`config.mk`:
```
export PLATFORM = sky130hd
export DESIGN_NAME = mult_rr_scheduler
export DESIGN_NICKNAME = d
export VERILOG_FILES = /design/src/rtl/mult_pkg.sv /design/src/rtl/rr_arbiter.sv /design/src/rtl/mult_rr_scheduler.sv
export SDC_FILE = /design/constraint.sdc
export NUM_CORES = 1
export LEC_CHECK = 0
export ABC_AREA = 1
export CORE_ASPECT_RATIO = 1.25
export CORE_MARGIN = 5
export CORE_UTILIZATION = 41
export DETAILED_ROUTE_END_ITERATION = 10
export GPL_ROUTABILITY_DRIVEN = 1
export GPL_TIMING_DRIVEN = 0
export PLACE_DENSITY_LB_ADDON = 0.05
export SKIP_LAST_GASP = 1
export SLEW_MARGIN = 40
export SYNTH_ARGS = -nofsm -noshare
export SYNTH_HDL_FRONTEND = slang
export SYNTH_SLANG_ARGS = --single-unit
export TNS_END_PERCENT = 50
```
`constraint.sdc`:
```
create_clock -name clk -period 2.3 [get_ports clk]
set_clock_uncertainty 0.1 [all_clocks]
set_input_delay 0.345 -clock clk [delete_from_list [all_inputs] [get_ports clk]]
set_output_delay 0.345 -clock clk [all_outputs]
set_load 0.01 [all_outputs]
```
`src/rtl/mult_pkg.sv`:
```
// Shared constants and the in-flight tag record for the multiplier scheduler.
package mult_pkg;

    localparam int unsigned DEF_W       = 8;
    localparam int unsigned DEF_PW      = 2 * DEF_W;
    localparam int unsigned DEF_LATENCY = 8;
    localparam int unsigned NREQ_MAX    = 8;
    localparam int unsigned TAG_IDW     = $clog2(NREQ_MAX);

    // One in-flight operand pair: valid flag plus the owning requester index.
    typedef struct packed {
        logic               valid;
        logic [TAG_IDW-1:0] id;
    } tag_t;

endpackage

```
`src/rtl/rr_arbiter.sv`:
```
// Round-robin arbiter: one-hot grant searched from the pointer, pointer moves
// past the winner whenever the grant is taken.
module rr_arbiter #(
    parameter int unsigned NREQ = 4,
    localparam int unsigned PW  = $clog2(NREQ)
) (
    input  logic            clk,
    input  logic            rst,
    input  logic [NREQ-1:0] req,
    input  logic            advance,
    output logic [NREQ-1:0] grant,
    output logic [PW-1:0]   grant_id
);

    localparam logic [PW:0] NREQ_W = (PW+1)'(NREQ);

    logic [PW-1:0] ptr;
    logic [PW:0]   sum;
    logic [PW-1:0] idx;
    logic          found;

    // Search req from ptr upward, wrapping modulo NREQ; first set bit wins.
    always_comb begin
        grant    = '0;
        grant_id = '0;
        found    = 1'b0;
        sum      = '0;
        idx      = '0;
        if (!rst) begin
            for (int unsigned i = 0; i < NREQ; i++) begin
                sum = {1'b0, ptr} + (PW+1)'(i);
                if (sum >= NREQ_W) begin
                    sum = sum - NREQ_W;
                end
                idx = sum[PW-1:0];
                if (!found && req[idx]) begin
                    found      = 1'b1;
                    grant[idx] = 1'b1;
                    grant_id   = idx;
                end
            end
        end
    end

    // Pointer moves to the requester after the winner; idle cycles leave it.
    always_ff @(posedge clk) begin
        if (rst) begin
            ptr <= '0;
        end else if (advance) begin
            ptr <= (grant_id == PW'(NREQ - 1)) ? '0 : grant_id + 1'b1;
        end
    end

endmodule

```
`src/rtl/mult_rr_scheduler.sv`:
```
// Shares one pipelined signed multiplier between NREQ requesters. Operands are
// registered toward the multiplier together with an owner tag; the tag rides a
// LATENCY-deep shift register so it lines up with the product coming back.
module mult_rr_scheduler
    import mult_pkg::*;
#(
    parameter int unsigned NREQ    = 4,
    parameter int unsigned W       = DEF_W,
    parameter int unsigned LATENCY = DEF_LATENCY
) (
    input  logic              clk,
    input  logic              rst,
    input  logic [NREQ-1:0]   req_valid,
    input  logic [NREQ*W-1:0] req_a,
    input  logic [NREQ*W-1:0] req_b,
    output logic [NREQ-1:0]   req_ready,
    output logic [W-1:0]      mul_a,
    output logic [W-1:0]      mul_b,
    input  logic [2*W-1:0]    mul_p,
    output logic [NREQ-1:0]   resp_valid,
    output logic [2*W-1:0]    resp_p,
    output logic              busy
);

    localparam int unsigned PW = $clog2(NREQ);

    logic [NREQ-1:0] grant;
    logic [PW-1:0]   grant_id;
    logic            hs;
    logic [W-1:0]    sel_a;
    logic [W-1:0]    sel_b;
    tag_t            issue_tag;
    tag_t            tag_pipe [LATENCY];
    tag_t            last_tag;

    rr_arbiter #(
        .NREQ(NREQ)
    ) u_arb (
        .clk     (clk),
        .rst     (rst),
        .req     (req_valid),
        .advance (hs),
        .grant   (grant),
        .grant_id(grant_id)
    );

    assign req_ready = grant;
    assign hs        = |(req_valid & grant);
    assign last_tag  = tag_pipe[LATENCY-1];

    // Mux the winning requester's operands.
    always_comb begin
        sel_a = '0;
        sel_b = '0;
        for (int unsigned i = 0; i < NREQ; i++) begin
            if (grant[i]) begin
                sel_a = req_a[i*W +: W];
                sel_b = req_b[i*W +: W];
            end
        end
    end

    // Issue register: winner's operands and tag, zeros on idle cycles.
    always_ff @(posedge clk) begin
        if (rst) begin
            mul_a     <= '0;
            mul_b     <= '0;
            issue_tag <= '0;
        end else if (hs) begin
            mul_a           <= sel_a;
            mul_b           <= sel_b;
            issue_tag.valid <= 1'b1;
            issue_tag.id    <= TAG_IDW'(grant_id);
        end else begin
            mul_a     <= '0;
            mul_b     <= '0;
            issue_tag <= '0;
        end
    end

    // Tag pipe mirrors the multiplier depth; it never stalls.
    always_ff @(posedge clk) begin
        if (rst) begin
            for (int unsigned i = 0; i < LATENCY; i++) begin
                tag_pipe[i] <= '0;
            end
        end else begin
            tag_pipe[0] <= issue_tag;
            for (int unsigned i = 1; i < LATENCY; i++) begin
                tag_pipe[i] <= tag_pipe[i-1];
            end
        end
    end

    // Response register: route the product to its owner; hold data when idle.
    always_ff @(posedge clk) begin
        if (rst) begin
            resp_valid <= '0;
            resp_p     <= '0;
        end else if (last_tag.valid) begin
            resp_valid <= NREQ'(1) << last_tag.id;
            resp_p     <= mul_p;
        end else begin
            resp_valid <= '0;
        end
    end

    // Busy while anything is in the issue register, the tag pipe or the response.
    always_comb begin
        busy = issue_tag.valid | (|resp_valid);
        for (int unsigned i = 0; i < LATENCY; i++) begin
            busy = busy | tag_pipe[i].valid;
        end
    end

endmodule

```
==> results.yml <==
status:
  status: "finished with violations"
  violations: "negative setup slack"
timing:
  fin_ws_ns: -0.273
  tns_ns: -3.77
  fin_crit_sh: 1.12
  setup_viol: 25
  rsz0062_at_grt: "true"
  period_minus_slack_ns: 2.57
  maxSlewHeadroom: 0.586
  slew_violations: 0
  holdWs_ns: 0.246
  worst_pin_slew_ns: 0.621
  timing.fmax_ghz: 0.389
  hold_viol: 0
floorplanning:
  start_util: 0.421
  io_pins: 127
  die_w_um: 92.5
  rows: 37
  core_area_sq_mm: 0.00829
  die_h_um: 113
  die-area_sq_mm: 0.0105
synth:
  synth_flop_cell: "dfxtp_1"
  ys_seq_area_frac: 0.373
  synthCells: 487
  synth_cell_types: 35
  syn_nets: 581
  yosysMostFrequentCell: "nor2_1"
  synth.largest_area_cell: "dfxtp_1"
  ys_warn_count: 0
  ys_ff_latch: 65
  synth_edf_count: 0
  avgSynthCellArea_sq_um: 7.16
  ys_top_cells_by_area: "dfxtp_1 (37%), nand3_1 (9.0%), nor2_1 (8.6%), inv_1 (7.6%), nand2_1 (7.6%)"
  async_reset_ff_frac: 0
  syn_area_sq_mm: 0.00349
  yosys-top-cells-count: "nor2_1 (80), inv_1 (71), nand2_1 (71)"
  synth_top_area_share: 0.373
detailed_routing:
  drtAntennaViolNets: 0
  via_per_inst: 4.85
  totalWireLength_um: 10900
  drc: 0
  wl_per_cell_um: 14.3
  drt_pass1_iterations: 5
  drt_first_iter_violations: 169
  vias: 3692
cells_and_area:
  antenna_cells: 0
  drive_above_1_share: 0.215
  design_area_sq_mm: 0.00563
  layout.nets: 753
  synthToLayoutAreaGrowth_pct: 61.4
global_route:
  track_usage: 0.202
  grt_max_degree: 14
  antenna_found_initial: 0
  grt_pass1_wl_um: 17000
  grt_pass1_vias: 3654
  grt_overflow_total: 0
placed_design:
  io_buffers: 125
  place_congestion: 0.862
  hpwl_um: 7760
  dpl_cell_area_sq_mm: 0.00488
worst_setup_path:
  r2r_slack_ns: -0.18
  crit_arrival_ns: 2.13
  required_ns: 1.86
  start_kind: "register"
  cp-end-kind: "output port"
  crit_fanout: 7
  critical_path_class: "reg2out"
clock_network:
  clkLatencyLatePin_ns: 0.34
  root_buffer: "clkbuf_8"
  cts_buffers: 9
  h-tree-depth: 3
  cts_hold_buf: 0
  cts_tree: "done"
  clkTransAtPathRegs_ns: 0.07
  clock-sinks: 65
  clockBufferDepth: 2
power_and_ir_drop:
  power.total_mw: 6.42
  irDropWorstVdd_mv: 0.760
  leakage_nw: 2.58
  powerDensity_mw_per_mm2: 1140
worst_hold_path:
  hold_path_class: "in2reg"
flow_run:
  cap_violations: 0
==> cells by family after synthesis <==
group                      after synthesis  synth area share
and+or+nand+nor                        256             0.374
buffers and inverters                  101             0.129
DFF                                     65             0.373
AOI/OAI and AO/OA                       56            0.0925
adders and majority gates                8            0.0287
xor gates and xnor gates                 1           0.00251
==> area by class of cell <==
cell class                 count  area (sq um)
fill                         697          2660
multi-input combinational    321          1870
timing repair buffer         164          1640
sequential                    65          1310
inverter                      77           323
buffer                        21           158
clock buffer                  10           138
tap                           97           121
clock inverter                 6          72.6
==> worst max-delay path: stages, from the launching register on <==
cell and delay (ns):
dfxtp_4 0.36, buf_8 0.12, inv_12 0.03, ha_4 0.29, inv_4 0.05, nand2_4 0.05
nand2_4 0.06, nor2_8 0.11, buf_8 0.13, buf_6 0.10, nand3_4 0.06, nand3_4 0.11
buf_8 0.11, nand2_2 0.04, inv_1 0.05, buf_2 0.12
==> cell usage in the layout, fill, tap and decap left out, types with 12 or more instances in the layout <==
cell type,Yosys,layout
inv_1,71,68
buf_6,3,15
clkdlybuf4s50_1,0,117
dfxtp_1,65,62
buf_4,6,27
o21ai_0,24,23
nand3_1,63,58
nand2_2,12,12
nand2_1,71,65
nor2_1,80,79
==> what timing repair did <==
item                       4_1_cts  5_1_grt
setup buffers                   26       12
setup endpoints to repair       25       25
pin swaps                       13       13
cloned                           0        1
resized for setup               58       30
==> sequential cells by signal, indices dropped and copies added, names as in the netlist <==
name,cells
resp_valid,4
tag_pipe,24
mul_b,8
u_arb.ptr,2
mul_a,8
resp_p,16
issue_tag,3
==> metrics by stage <==
stage               setup WS [ns]  instances   util
finish                     -0.273        761  0.679
global route               -0.348        761  0.679
CTS                        -0.319        750  0.656
detailed placement         -0.894        709  0.588
global placement           -0.867        709  0.588
floorplan                  0.0751        487      -
==> path summary, 6_finish.rpt <==
path,cells past startpoint,startpoint,to
worst min register to register,2,tag_pipe[1][4]$_SDFF_PP0_,tag_pipe[1][8]$_SDFF_PP0_
worst max-delay path,15,u_arb.ptr[0]$_SDFFE_PP0P_,req_ready[1]
worst max register to register,18,u_arb.ptr[0]$_SDFFE_PP0P_,mul_b[2]$_SDFF_PP0_
worst min-delay path,2,rst,tag_pipe[1][15]$_SDFF_PP0_
==> report_power, final <==
group          switching [mW]  internal [mW]  leakage, nW  total (mW)
sequential             0.0397           1.25        0.527        1.29
combinational            2.15           1.96         1.95        4.11
clock                   0.473          0.543        0.104        1.02
==> routing by layer <==
metal / GRT usage / vias to the layer above / routed length, um
met5: 0 / - / 0
met4: 0.0842 / 0 / 277
met3: 0.0426 / 20 / 594
met2: 0.365 / 120 / 5800
met1: 0.228 / 1683 / 4190
li1: - / 1869 / -
(Power assumes the default switching activity.)
